==> src/rtl/hazard_pipe_tracker.sv <==
// hazard_pipe_tracker: fetch PC, F->D instruction register and the D->E->M->W
// address/write-control pipeline consumed by the hazard unit, plus
// retire/bubble performance counters. Every output comes straight from a flop.
module hazard_pipe_tracker #(
    parameter int AW      = 8,
    parameter int XLEN    = 32,
    parameter int PC_STEP = 4,
    parameter int CW      = 32
) (
    input  logic            clk,
    input  logic            reset,
    input  logic [XLEN-1:0] InstrF,
    input  logic [AW-1:0]   RA1D,
    input  logic [AW-1:0]   RA2D,
    input  logic [AW-1:0]   WA3D,
    input  logic            RegWriteD,
    input  logic            MemtoRegD,
    input  logic            StallF,
    input  logic            StallD,
    input  logic            FlushD,
    input  logic            FlushE,
    input  logic            BranchTakenE,
    input  logic [XLEN-1:0] BranchTargetE,
    output logic [XLEN-1:0] PCF,
    output logic [XLEN-1:0] InstrD,
    output logic            ValidD,
    output logic [AW-1:0]   RA1E,
    output logic [AW-1:0]   RA2E,
    output logic [AW-1:0]   WA3E,
    output logic            RegWriteE,
    output logic            MemtoRegE,
    output logic [AW-1:0]   WA3M,
    output logic            RegWriteM,
    output logic            MemtoRegM,
    output logic [AW-1:0]   WA3W,
    output logic            RegWriteW,
    output logic            MemtoRegW,
    output logic [CW-1:0]   RetireCount,
    output logic [CW-1:0]   BubbleCount
);

    // Number of edges after reset before W reflects a slot that was really
    // launched from D; bubbles seen before that are pipe-fill, not stalls.
    localparam logic [2:0] FILL_EDGES = 3'd4;

    // Valid bits mark a stage slot that holds a real instruction; a zero valid
    // bit is a bubble and always carries RegWrite=0 and MemtoReg=0.
    logic [XLEN-1:0] pcf_q, pcf_d;
    logic [XLEN-1:0] instrd_q, instrd_d;
    logic            validd_q, validd_d;
    logic [AW-1:0]   ra1e_q, ra1e_d, ra2e_q, ra2e_d, wa3e_q, wa3e_d;
    logic            regwritee_q, regwritee_d, memtorege_q, memtorege_d;
    logic            valide_q, valide_d;
    logic [AW-1:0]   wa3m_q, wa3w_q;
    logic            regwritem_q, memtoregm_q, validm_q;
    logic            regwritew_q, memtoregw_q, validw_q;
    logic [CW-1:0]   retire_q, retire_d, bubble_q, bubble_d;
    logic [2:0]      fill_q, fill_d;

    // Fetch PC: a taken branch beats StallF, otherwise step with natural wrap.
    always_comb begin
        pcf_d = pcf_q;
        if (BranchTakenE) begin
            pcf_d = BranchTargetE;
        end else if (!StallF) begin
            pcf_d = pcf_q + XLEN'(PC_STEP);
        end
    end

    // D register: flush beats stall; otherwise capture the fetched instruction.
    always_comb begin
        instrd_d = instrd_q;
        validd_d = validd_q;
        if (FlushD) begin
            instrd_d = '0;
            validd_d = 1'b0;
        end else if (!StallD) begin
            instrd_d = InstrF;
            validd_d = 1'b1;
        end
    end

    // E register: capture D fields gated by ValidD, or insert a bubble on FlushE.
    always_comb begin
        ra1e_d      = RA1D;
        ra2e_d      = RA2D;
        wa3e_d      = WA3D;
        regwritee_d = RegWriteD & validd_q;
        memtorege_d = MemtoRegD & validd_q;
        valide_d    = validd_q;
        if (FlushE) begin
            ra1e_d      = '0;
            ra2e_d      = '0;
            wa3e_d      = '0;
            regwritee_d = 1'b0;
            memtorege_d = 1'b0;
            valide_d    = 1'b0;
        end
    end

    // Counters: retire on a valid W slot, count bubbles only once the pipe has filled.
    always_comb begin
        retire_d = retire_q;
        bubble_d = bubble_q;
        fill_d   = fill_q;
        if (validw_q) begin
            retire_d = retire_q + CW'(1);
        end else if (fill_q == FILL_EDGES) begin
            bubble_d = bubble_q + CW'(1);
        end
        if (fill_q != FILL_EDGES) begin
            fill_d = fill_q + 3'd1;
        end
    end

    // State registers; M and W advance unconditionally from the stage before.
    always_ff @(posedge clk or negedge reset) begin
        if (!reset) begin
            pcf_q       <= '0;
            instrd_q    <= '0;
            validd_q    <= 1'b0;
            ra1e_q      <= '0;
            ra2e_q      <= '0;
            wa3e_q      <= '0;
            regwritee_q <= 1'b0;
            memtorege_q <= 1'b0;
            valide_q    <= 1'b0;
            wa3m_q      <= '0;
            regwritem_q <= 1'b0;
            memtoregm_q <= 1'b0;
            validm_q    <= 1'b0;
            wa3w_q      <= '0;
            regwritew_q <= 1'b0;
            memtoregw_q <= 1'b0;
            validw_q    <= 1'b0;
            retire_q    <= '0;
            bubble_q    <= '0;
            fill_q      <= '0;
        end else begin
            pcf_q       <= pcf_d;
            instrd_q    <= instrd_d;
            validd_q    <= validd_d;
            ra1e_q      <= ra1e_d;
            ra2e_q      <= ra2e_d;
            wa3e_q      <= wa3e_d;
            regwritee_q <= regwritee_d;
            memtorege_q <= memtorege_d;
            valide_q    <= valide_d;
            wa3m_q      <= wa3e_q;
            regwritem_q <= regwritee_q;
            memtoregm_q <= memtorege_q;
            validm_q    <= valide_q;
            wa3w_q      <= wa3m_q;
            regwritew_q <= regwritem_q;
            memtoregw_q <= memtoregm_q;
            validw_q    <= validm_q;
            retire_q    <= retire_d;
            bubble_q    <= bubble_d;
            fill_q      <= fill_d;
        end
    end

    assign PCF         = pcf_q;
    assign InstrD      = instrd_q;
    assign ValidD      = validd_q;
    assign RA1E        = ra1e_q;
    assign RA2E        = ra2e_q;
    assign WA3E        = wa3e_q;
    assign RegWriteE   = regwritee_q;
    assign MemtoRegE   = memtorege_q;
    assign WA3M        = wa3m_q;
    assign RegWriteM   = regwritem_q;
    assign MemtoRegM   = memtoregm_q;
    assign WA3W        = wa3w_q;
    assign RegWriteW   = regwritew_q;
    assign MemtoRegW   = memtoregw_q;
    assign RetireCount = retire_q;
    assign BubbleCount = bubble_q;

endmodule

==> config.mk <==
export PLATFORM = sky130hd
export DESIGN_NAME = hazard_pipe_tracker
export DESIGN_NICKNAME = d
export VERILOG_FILES = /design/src/rtl/hazard_pipe_tracker.sv
export SDC_FILE = /design/constraint.sdc
export NUM_CORES = 1
export LEC_CHECK = 0
export ABC_AREA = 1
export BUFFER_PORTS_ARGS = -buffer_cell sky130_fd_sc_hd__clkbuf_2
export CAP_MARGIN = 20
export CORE_MARGIN = 4
export CORE_UTILIZATION = 32
export CTS_BUF_LIST = sky130_fd_sc_hd__clkbuf_16
export DETAILED_ROUTE_END_ITERATION = 6
export PLACE_DENSITY = 0.52
export SYNTH_ARGS = -nofsm -noshare
export SYNTH_HDL_FRONTEND = slang
export SYNTH_SLANG_ARGS = --single-unit
==> constraint.sdc <==
create_clock -name clk -period 4.7 [get_ports clk]
set_input_delay 0.47 -clock clk [delete_from_list [all_inputs] [get_ports clk]]
set_output_delay 0.47 -clock clk [all_outputs]
set_load 0.02 [all_outputs]
==> metrics.md, run 1 <==
| Metric | Value |
|---|---|
| Syn Nets | 1234 |
| Starting density of the core | 32.6% |
| Max-cap violations | 0 |
| Initial antenna violation count | 1 |
| Req. time, crit path | 5.07 ns |
| Final setup viols | 0 |
| Synthesized area | 0.00884 mm^2 |
| DR pass1 iterations | 4 |
| Rows | 60 |
| Count of input and output buffers | 271 |
| HP Class | in2async |
| Slowest cell delay on critical path | 0.45 ns |
| CP max stage cell | nor2_2 |
| Drc violations | 0 |
| Largest delay share family, worst path | simple AND/OR/NAND/NOR gates |
| Dominant cell type by area after synthesis | dfrtp_1 |
| Die W | 174 um |
| Num CTS Buffers | 17 |
| Area Growth Syn to Fin | 26.6% |
| Post-synth top area share | 51.2% |
| RSZ-0062 raised after global routing | false |
| Power per cell area | 351 mW/mm^2 |
| Clock sinks | 181 |
| Worst slew pin tran | 1.05 ns |
| Synth Register Bits | 181 |
| Die Span Y | 174 um |
| Count of unique library cells instantiated by Yosys | 32 |
| Vias/cell | 4.52 |
| Clock transition at path regs | 0.08 ns |
| CP bufs+invs | 2 |
| DP Area | 0.0106 mm^2 |
| Status | finished clean |
| Total wire length | 26.2 mm |
| Worst VDD drop | 0.199 mV |
| CTS tree | done |
| LEAKAGE | 0.00583 uW |
| Routability Congestion | 0.812 |
| Routed Antenna Nets | 0 |
| Max Fanout on Critical Path | 12 |
| H-Tree Depth | 4 |
| Wirelength per Cell | 14.6 um |
| Core region area | 0.0271 mm^2 |
| Syn avg cell area | 7.81 um^2 |
| CTS Root Cell | clkbuf_16 |
| First-pass GRT wire length | 43.0 mm |
| Crit path kind | reg2reg |
| Pin count of the biggest net entering global routing | 113 |
| Design Area, Final | 0.0112 mm^2 |
| Area of the die | 0.0303 mm^2 |
| Setup crit start kind | flop |
| Tcrit/Tclk final | 43.4% |
| Drt initial violations | 397 |
| Cell count after synthesis | 1132 |
| Post-DP HPWL | 19.9 mm |
| Worst slew margin | 29.7% |
| Hold Fails Final Rpt | 0 |
| Critical path cell sequence | inv_1 -> ha_1 -> nand2_2 -> nor2_2 -> nand2_1 -> nor2_2 -> nand3_1 -> clkinv_1 -> nand3_1 -> nand2_1 |
| Setup crit end kind | flop |
| Min Tclk post-route | 2.04 ns |
| Clk_skew | 0.00973 ns |
| Post-CTS Hold Fix Bufs | 0 |
| Net count, final | 1503 |
| Setup TNS | 0 ns |
| Synth warnings | 0 |
| Global route total overflow | 0 |
| Share of layout cells above drive strength 1 | 24.0% |
| Vias in the first global route | 7983 |
| Total track usage | 17.4% |
| Post-CTS Resized | 0 |
| Clock tree buffer depth | 2 |
| Crit path DAT | 2.42 ns |
| Total vias in the final route | 8080 |
| Synth area leaders | dfrtp_1 (51%), nand2_1 (16%), nand3_1 (7.0%) |
| Sequential share of the synthesized area | 51.2% |
| I/O pins | 272 |
| Max Freq | 0.490 GHz |
| Clk_lat worst skew | 0.43 ns |
| Setup bufs post-CTS | 0 |
| Max-slew violation count | 0 |
[final timing paths]
path	startpoint	end	slack [ns]	cells past startpoint
max in group asynchronous	reset	MemtoRegE	3.40	2
min in group clk	RA1D[5]	RA1E[5]	0.20	3
worst max-delay path	fill_q[0]	BubbleCount[23]	2.66	10
worst min-delay path	reset	RetireCount[14]	0.16	1
worst max register to register	fill_q[0]	BubbleCount[23]	2.66	10
worst min register to register	valide_q	validm_q	0.35	0
[where the power goes]
part | internal, uW | leakage (uW) | switching (uW) | total [uW]
Clock | 715 | 0.000286 | 721 | 1440
Sequential | 1680 | 0.00236 | 150 | 1830
Combinational | 217 | 0.00318 | 443 | 661
Total | 2610 | 0.00583 | 1310 | 3920
[kinds of logic after synthesis]
| group | Yosys count | synth area share (%) |
|---|---|---|
| adder cells (fa/ha/maj) | 5 | 0.708 |
| AND/OR/NAND/NOR | 718 | 34.6 |
| XOR/XNOR | 45 | 4.46 |
| buffers and inverters | 146 | 6.31 |
| flip-flops | 181 | 51.2 |
| AO/OA/AOI/OAI | 37 | 2.68 |
[worst reg2reg max path, stage by stage (launching register included)]
cell and delay [ns]:
dfrtp_1 0.41, inv_1 0.07, ha_1 0.19, nand2_2 0.11, nor2_2 0.45, nand2_1 0.14, nor2_2 0.24, nand3_1 0.16
clkinv_1 0.09, nand3_1 0.07, nand2_1 0.07
[cell type report]
| cell class | instances | area, um^2 |
|---|---|---|
| fill | 2830 | 15900 |
| sequential | 181 | 4530 |
| multi-input combinational | 805 | 3750 |
| timing repair buffer | 276 | 1400 |
| tap | 372 | 465 |
| inverter | 120 | 450 |
| clock buffer | 17 | 425 |
| clock inverter | 15 | 161 |
| antenna | 1 | 2.50 |
[layer usage]
metal,vias to the layer above,routed length (um),track usage [%]
li1,4071,-,-
met1,3769,11300,22.0
met2,212,12700,29.3
met3,28,1680,5.33
met4,0,467,4.45
met5,-,0,0
[synthesized netlist by cell type, drive strengths merged]
master  instances
o211ai          4
o21ai          16
buf             7
ha              5
nand3b          4
o311ai          1
inv           119
a22o            6
a21oi           4
nand2         386
nand3         128
o21bai          6
clkinv          1
xor2           30
xnor2          15
nor2          174
dfrtp         181
nor3            4
clkbuf         19
nand4          18
and2            4
[flip-flops by register name, indices dropped and copies added (netlist names)]
name and count:
RA2E 8, MemtoRegW 1, RetireCount 32, WA3M 8, fill_q 3, RA1E 8, WA3E 8, RegWriteW 1
valide_q 1, validw_q 1, BubbleCount 32, MemtoRegM 1, InstrD 32, RegWriteE 1, ValidD 1, RegWriteM 1
MemtoRegE 1, WA3W 8, PCF 32, validm_q 1
[through the flow]
| step | instances | setup slack [ns] | utilization (%) | power [uW] | hold slack [ns] |
|---|---|---|---|---|---|
| after floorplan | 1132 | 3.11 | - | 2220 | 0.174 |
| after global placement | 1754 | 2.37 | 39.1 | 2520 | 0.339 |
| after detailed placement | 1754 | 2.29 | 39.1 | 2530 | 0.339 |
| after CTS | 1786 | 2.61 | 41.3 | 3990 | 0.181 |
| after global routing | 1787 | 2.41 | 41.3 | 4150 | 0.192 |
| final | 1787 | 2.66 | 41.3 | 3920 | 0.160 |
[cells in the final DEF, fill, tap and decap left out, drive strengths merged]
master | Yosys | routed
ha | 5 | 5
o211ai | 4 | 4
nor3 | 4 | 4
diode | 0 | 1
xnor2 | 15 | 15
a22o | 6 | 6
buf | 7 | 5
nand4 | 18 | 18
and2 | 4 | 4
nand3b | 4 | 4
xor2 | 30 | 30
a21oi | 4 | 4
inv | 119 | 127
o311ai | 1 | 1
nor2 | 174 | 174
nand3 | 128 | 128
clkinv | 1 | 7
clkinvlp | 0 | 1
dfrtp | 181 | 181
nand2 | 386 | 386
o21ai | 16 | 16
clkbuf | 19 | 288
o21bai | 6 | 6
(Power assumes the default switching activity.)
==> run 2: changes to the inputs <==
--- a/config.mk
+++ b/config.mk
@@ -5,14 +5,14 @@
 export SDC_FILE = /design/constraint.sdc
 export NUM_CORES = 1
 export LEC_CHECK = 0
-export ABC_AREA = 1
+export ABC_AREA = 0
 export BUFFER_PORTS_ARGS = -buffer_cell sky130_fd_sc_hd__clkbuf_2
 export CAP_MARGIN = 20
 export CORE_MARGIN = 4
 export CORE_UTILIZATION = 32
 export CTS_BUF_LIST = sky130_fd_sc_hd__clkbuf_16
 export DETAILED_ROUTE_END_ITERATION = 6
-export PLACE_DENSITY = 0.52
+export PLACE_DENSITY = 0.54
 export SYNTH_ARGS = -nofsm -noshare
 export SYNTH_HDL_FRONTEND = slang
 export SYNTH_SLANG_ARGS = --single-unit
==> constraint.sdc (replaced) <==
create_clock -name clk -period 2 [get_ports clk]
set_input_delay 0.2 -clock clk [delete_from_list [all_inputs] [get_ports clk]]
set_output_delay 0.2 -clock clk [all_outputs]
set_load 0.02 [all_outputs]
==> metrics.md, run 2 <==
| Metric | Value |
|---|---|
| Routed Antenna Nets | 0 (unchanged) |
| CTS Root Cell | clkbuf_16 (unchanged) |
| CTS tree | done (unchanged) |
| Max Freq | 0.509 GHz (was 0.490 GHz) |
| Slowest cell delay on critical path | 0.58 ns (was 0.45 ns) |
| Hold_ws | 0.0193 ns (was 0.160 ns) |
| Clock tree buffer depth | 2 (unchanged) |
| Placed cell count | 1243 (was 1754) |
| Worst slew margin | 50.7% (was 29.7%) |
| HP Class | in2reg (was in2async) |
| Drc violations | 0 (unchanged) |
| LEAKAGE | 0.00525 uW (was 0.00583 uW) |
| Final setup viols | 0 (unchanged) |
| Starting density of the core | 32.9% (was 32.6%) |
| Setup TNS | 0 ns (unchanged) |
| Die W | 161 um (was 174 um) |
| Wirelength per Cell | 15.5 um (was 14.6 um) |
| Post-DP HPWL | 14.6 mm (was 19.9 mm) |
| First-pass GRT wire length | 33.6 mm (was 43.0 mm) |
| Synth warnings | 0 (unchanged) |
| Final WS setup | 0.0345 ns (was 2.66 ns) |
| Area of the die | 0.0261 mm^2 (was 0.0303 mm^2) |
| Clk_lat worst skew | 0.43 ns (about the same) |
| Initial antenna violation count | 1 (unchanged) |
| Clock sinks | 181 (unchanged) |
| Synth area leaders | dfrtp_1 (60%), xnor2_1 (7.2%), mux2i_1 (4.4%) (was dfrtp_1 (51%), nand2_1 (16%), nand3_1 (7.0%)) |
| Drt initial violations | 247 (was 397) |
| I/O pins | 272 (unchanged) |
| Max-slew violation count | 0 (unchanged) |
| Power per cell area | 854 mW/mm^2 (was 351 mW/mm^2) |
| Dpl ws | 0.0229 ns (was 2.29 ns) |
| Xor and xnor area share after synthesis | 8.72% (was 4.46%) |
| CP max stage cell | or4_4 (was nor2_2) |
| Hold Fails Final Rpt | 0 (unchanged) |
| Total wire length | 20.6 mm (was 26.2 mm) |
| Vias in the first global route | 6541 (was 7983) |
| Max Fanout on Critical Path | 6 (was 12) |
| Crit path kind | reg2reg (unchanged) |
| Worst slew pin tran | 0.739 ns (was 1.05 ns) |
| Routability Congestion | 0.780 (was 0.812) |
| Max-cap violations | 0 (unchanged) |
| Global route total overflow | 0 (unchanged) |
| Adder-cell share of the synthesized area | 0.830% (was 0.708%) |
| Core region area | 0.0229 mm^2 (was 0.0271 mm^2) |
| Synth Register Bits | 181 (unchanged) |
| Pin count of the biggest net entering global routing | 58 (was 113) |
| Post-synth EDFFs | 0 (unchanged) |
| Total vias in the final route | 6272 (was 8080) |
| Crit path DAT | 2.31 ns (was 2.42 ns) |
| Overall power | 9090 uW (was 3920 uW) |
| Clk_skew | 0.0128 ns (was 0.00973 ns) |
| Syn Nets | 757 (was 1234) |
| Tcrit/Tclk final | 98.3% (was 43.4%) |
| Vias/cell | 4.70 (was 4.52) |
| Critical path cell sequence | nand4_2 -> or4_4 -> or4_1 -> a31oi_1 (was inv_1 -> ha_1 -> nand2_2 -> nor2_2 -> nand2_1 -> nor2_2 -> nand3_1 -> clkinv_1 -> nand3_1 -> nand2_1) |
| Top_reg_cell synth | dfrtp_1 (unchanged) |
| Status | finished clean (unchanged) |
| Die Span Y | 161 um (was 174 um) |
| Num CTS Buffers | 17 (unchanged) |
| Net count, final | 1110 (was 1503) |
| H-Tree Depth | 4 (unchanged) |
| Syn avg cell area | 11.5 um^2 (was 7.81 um^2) |
| Mux contribution to synthesized area | 4.98% (was 0%) |
| Post-synth top area share | 60.1% (was 51.2%) |
| Commonest cells after routing, fill and taps aside | clkbuf_2 (270), dfrtp_1 (179), xnor2_1 (62) (was nand2_1 (383), clkbuf_2 (270), dfrtp_1 (181)) |
| Setup crit start kind | flop (unchanged) |
| Worst VDD drop | 0.616 mV (was 0.199 mV) |
| Synthesized area | 0.00753 mm^2 (was 0.00884 mm^2) |
| Clock transition at path regs | 0.08 ns (about the same) |
| Commonest non-fill, non-tap cell in the layout | clkbuf_2 (was nand2_1) |
| Setup crit end kind | flop (unchanged) |
| Commonest cells post-synth | dfrtp_1 (181), xnor2_1 (62), nor2_1 (54), nand2_1 (50), nand3_1 (41) (was nand2_1 (383), dfrtp_1 (181), nor2_1 (158), nand3_1 (123), inv_1 (116)) |
| Rows | 55 (was 60) |
| Compound-Gate Fraction of Synth Area | 3.79% (was 2.68%) |
| Count of input and output buffers | 271 (unchanged) |
| Largest family of logic cells by synthesized area | simple AND/OR/NAND/NOR gates (unchanged) |
| Dominant cell type by area after synthesis | dfrtp_1 (unchanged) |
| Count of unique library cells instantiated by Yosys | 38 (was 32) |
| Ys async rst share | 100% (unchanged) |
| Most frequent cell after synthesis | dfrtp_1 (was nand2_1) |
| DR pass1 iterations | 4 (unchanged) |
| Layout filler cell count | 2210 (was 2830) |
| Final Non-Filler Cells | 1335 (was 1787) |
| Synth Area in Simple Gates | 19.4% (was 34.6%) |
| Area Growth Syn to Fin | 41.3% (was 26.6%) |
| Total track usage | 15.8% (was 17.4%) |
| Share of layout cells above drive strength 1 | 34.7% (was 24.0%) |
| Req. time, crit path | 2.34 ns (was 5.07 ns) |
| Min Tclk post-route | 1.97 ns (was 2.04 ns) |
| CP bufs+invs | 0 (was 2) |
| Sequential share of the synthesized area | 60.1% (was 51.2%) |
| Largest delay share family, worst path | simple AND/OR/NAND/NOR gates (unchanged) |
| Cell count after synthesis | 655 (was 1132) |
run 2: cell types whose count changed in the layout (fill, tap and decap cells not counted), sizes merged, moves of 47 or more:
cell         delta
nand2         -336
nor2          -120
inv           -109
nand3          -87
dlygate4sd3    +52
xnor2          +47
run 2: layout make-up:
class	instances	area, um^2	area share, %
diodes	1	2.50	0.0235
clock buffers	17	425	4.00
inverters	9	33.8	0.317
multi-input cells	438	2880	27.0
well taps	313	392	3.68
clock inverters	15	160	1.50
repair buffers	361	2220	20.9
flip-flops and latches	181	4530	42.6
run 2: logic make-up (layout without fill, tap and decap cells):
logic type / Yosys count / count (layout)
simple gates: 275 / 276
flops: 181 / 181
xor+xnor: 75 / 75
compound gates: 45 / 45
mux: 37 / 37
buf+inv: 37 / 402
fa+ha+maj: 5 / 5
other cells: 0 / 1
run 2: routing by layer:
layer  part of all wire (%)  track usage [%]  wire length (um)
met1                     40             18.5              8340
met2                     50             27.8             10400
met3                    7.0             4.95              1440
met4                    2.3             4.85               477
met5                      0                0                 0
run 2: worst register-to-register path: cells and delay by family, from the launching register on:
family	cells	cell delay, ns
AO/OA/AOI/OAI	1	0.16
flip-flops	1	0.42
AND/OR/NAND/NOR	3	1.29
run 2: what timing repair did:
item	4_1_cts	5_1_grt
setup buffers	0	6
resized for setup	0	2
hold endpoints to repair	104	0
hold buffers	52	0
setup endpoints to repair	0	3
run 2: power by group:
group,internal (uW),total [uW],leakage (uW),switching [uW]
clock network,1780,3380,0.000290,1600
registers,3930,4210,0.00236,277
logic,631,1500,0.00260,869
run 2: final timing paths:
check                      startpoint              to  slack, ns  cells past startpoint
setup / recovery               PCF[4]         PCF[26]       0.03                      4
hold / removal              InstrF[3]       InstrD[3]       0.02                      3
setup reg to reg               PCF[4]         PCF[26]       0.03                      4
hold reg to reg              validm_q        validw_q       0.35                      0
max in group asynchronous       reset  RetireCount[1]       1.02                      3
min in group asynchronous       reset          PCF[9]       0.32                      2
run 2: metrics by stage:
step | util, % | area, um^2
5_1_grt | 46.4 | 10600
3_5_place_dp | 41.3 | 9470
2_1_floorplan | - | 7550
6_report | 46.4 | 10600
3_3_place_gp | 41.3 | 9470
4_1_cts | 46.1 | 10600
==> run 3: changes to the inputs <==
--- a/config.mk
+++ b/config.mk
@@ -8,11 +8,12 @@
 export ABC_AREA = 0
 export BUFFER_PORTS_ARGS = -buffer_cell sky130_fd_sc_hd__clkbuf_2
 export CAP_MARGIN = 20
-export CORE_MARGIN = 4
 export CORE_UTILIZATION = 32
 export CTS_BUF_LIST = sky130_fd_sc_hd__clkbuf_16
 export DETAILED_ROUTE_END_ITERATION = 6
 export PLACE_DENSITY = 0.54
+export RECOVER_POWER = 50
 export SYNTH_ARGS = -nofsm -noshare
 export SYNTH_HDL_FRONTEND = slang
 export SYNTH_SLANG_ARGS = --single-unit
+export TNS_END_PERCENT = 100
==> metrics.md, run 3 (same netlist as run 2, synthesis figures left out) <==
| Metric | Value |
|---|---|
| Commonest non-fill, non-tap cell in the layout | clkbuf_2 (unchanged) |
| Req. time, crit path | 2.34 ns (about the same) |
| LEAKAGE | 0.00522 uW (was 0.00525 uW) |
| Wirelength per Cell | 14.6 um (was 15.5 um) |
| Die W | 155 um (was 161 um) |
| Min Tclk post-route | 1.93 ns (was 1.97 ns) |
| Worst slew margin | 26.6% (was 50.7%) |
| Area Growth Syn to Fin | 41.7% (was 41.3%) |
| Max Freq | 0.517 GHz (was 0.509 GHz) |
| I/O pins | 272 (unchanged) |
| First-pass GRT wire length | 31.5 mm (was 33.6 mm) |
| Worst slew pin tran | 1.10 ns (was 0.739 ns) |
| Drc violations | 0 (unchanged) |
| Area of the die | 0.0242 mm^2 (was 0.0261 mm^2) |
| Core region area | 0.0228 mm^2 (was 0.0229 mm^2) |
| Setup crit end kind | flop (unchanged) |
| Worst VDD drop | 0.481 mV (was 0.616 mV) |
| Routed Antenna Nets | 0 (unchanged) |
| Clock transition at path regs | 0.07 ns (was 0.08 ns) |
| Tcrit/Tclk final | 96.7% (was 98.3%) |
| Max Fanout on Critical Path | 7 (was 6) |
| Starting density of the core | 33.0% (was 32.9%) |
| Clock tree buffer depth | 2 (unchanged) |
| Share of layout cells above drive strength 1 | 33.5% (was 34.7%) |
| Num CTS Buffers | 17 (unchanged) |
| Total vias in the final route | 6244 (was 6272) |
| Final setup viols | 0 (unchanged) |
| Hold_ws | 0.0216 ns (was 0.0193 ns) |
| Clk_skew | 0.0107 ns (was 0.0128 ns) |
| HP Class | in2reg (unchanged) |
| Count of input and output buffers | 271 (unchanged) |
| Global route total overflow | 0 (unchanged) |
| Routability Congestion | 0.755 (was 0.780) |
| Hold Fails Final Rpt | 0 (unchanged) |
| Critical path cell sequence | nand3_1 -> or4_4 -> or4_1 -> a31oi_1 (was nand4_2 -> or4_4 -> or4_1 -> a31oi_1) |
| Setup crit start kind | flop (unchanged) |
| Register area | 0.00453 mm^2 (about the same) |
| Drt initial violations | 224 (was 247) |
| Rows | 55 (unchanged) |
| Slowest cell delay on critical path | 0.62 ns (was 0.58 ns) |
| CP max stage cell | or4_4 (unchanged) |
| CTS tree | done (unchanged) |
| Max-slew violation count | 0 (unchanged) |
| Final WS setup | 0.0656 ns (was 0.0345 ns) |
| Clk_lat worst skew | 0.42 ns (was 0.43 ns) |
| Clock sinks | 181 (unchanged) |
| CTS Root Cell | clkbuf_16 (unchanged) |
| Vias in the first global route | 6163 (was 6541) |
| Vias/cell | 4.64 (was 4.70) |
| DR pass1 iterations | 4 (unchanged) |
| Net count, final | 1122 (was 1110) |
| Max-cap violations | 0 (unchanged) |
| Total track usage | 16.6% (was 15.8%) |
| Dpl ws | 0.0366 ns (was 0.0229 ns) |
| Crit path DAT | 2.27 ns (was 2.31 ns) |
| Crit path kind | reg2reg (unchanged) |
| Commonest cells after routing, fill and taps aside | clkbuf_2 (267), dfrtp_1 (177), xnor2_1 (62), dlygate4sd3_1 (62), nor2_1 (54) (was clkbuf_2 (270), dfrtp_1 (179), xnor2_1 (62)) |
| Power per cell area | 844 mW/mm^2 (was 854 mW/mm^2) |
| Layout filler cell count | 2225 (was 2210) |
| Die Span Y | 155 um (was 161 um) |
| Status | finished clean (unchanged) |
| Area of the multi-input gates | 0.00287 mm^2 (was 0.00288 mm^2) |
| Initial antenna violation count | 2 (was 1) |
| Pin count of the biggest net entering global routing | 55 (was 58) |
| Post-DP HPWL | 13.9 mm (was 14.6 mm) |
| H-Tree Depth | 4 (unchanged) |
| Total wire length | 19.7 mm (was 20.6 mm) |
==> run 3: worst paths after layout <==
kind / startpoint / end / slack [ns] / cells after the start
worst max-delay path: PCF[11] / PCF[26] / 0.07 / 4
worst min-delay path: InstrF[26] / InstrD[26] / 0.02 / 3
worst max register to register: PCF[11] / PCF[26] / 0.07 / 4
worst min register to register: valide_q / validm_q / 0.35 / 0
max in group asynchronous: reset / fill_q[1] / 0.42 / 3
min in group asynchronous: reset / PCF[4] / 0.29 / 2
==> run 3: repair_timing <==
item | CTS | global route
cloned | 0 | 1
setup buffers | 0 | 5
pin swaps | 1 | 0
endpoints found under the hold margin | 109 | 0
endpoints found under the setup margin | 1 | 3
gates resized for setup | 0 | 3
hold buffers | 62 | 0
==> run 3: area by class of cell <==
class                      instances  area share, %
antenna                            1         0.0234
clock inverter                    15           1.36
tap                              313           3.67
multi-input combinational        438           26.9
inverter                           9          0.317
sequential                       181           42.5
timing repair buffer             373           21.3
clock buffer                      17           3.99
==> run 3: power by group <==
part           total (uW)  internal, uW  switching (uW)
Clock                3300          1750            1550
Combinational        1500           624             876
Sequential           4200          3930             272
Total                9000          6310            2690
==> run 3: metrics by stage <==
stage               TNS (ns)  total power, uW  utilization (%)  cells  instance area [um^2]
global placement           0             5670             41.5   1246                  9480
detailed placement         0             5690             41.5   1246                  9480
global route         -0.0745             9470             46.7   1346                 10700
CTS                        0             9130             46.7   1340                 10700
finish                     0             9000             46.7   1347                 10700
floorplan            -0.0155             5030                -    655                  7550
==> run 3: metal layers <==
metal	global-route usage, %	part of all wire (%)	up-vias
li1	-	-	3037
met1	20.9	44	3023
met2	27.8	50	163
met3	4.76	5.8	19
met4	4.72	0.99	2
met5	0	0.066	-
==> run 3: worst max-delay path, delay by kind of cell, from the launching register on <==
family	cells	cell delay [ns]
flops	1	0.35
compound gates	1	0.18
simple gates	3	1.32
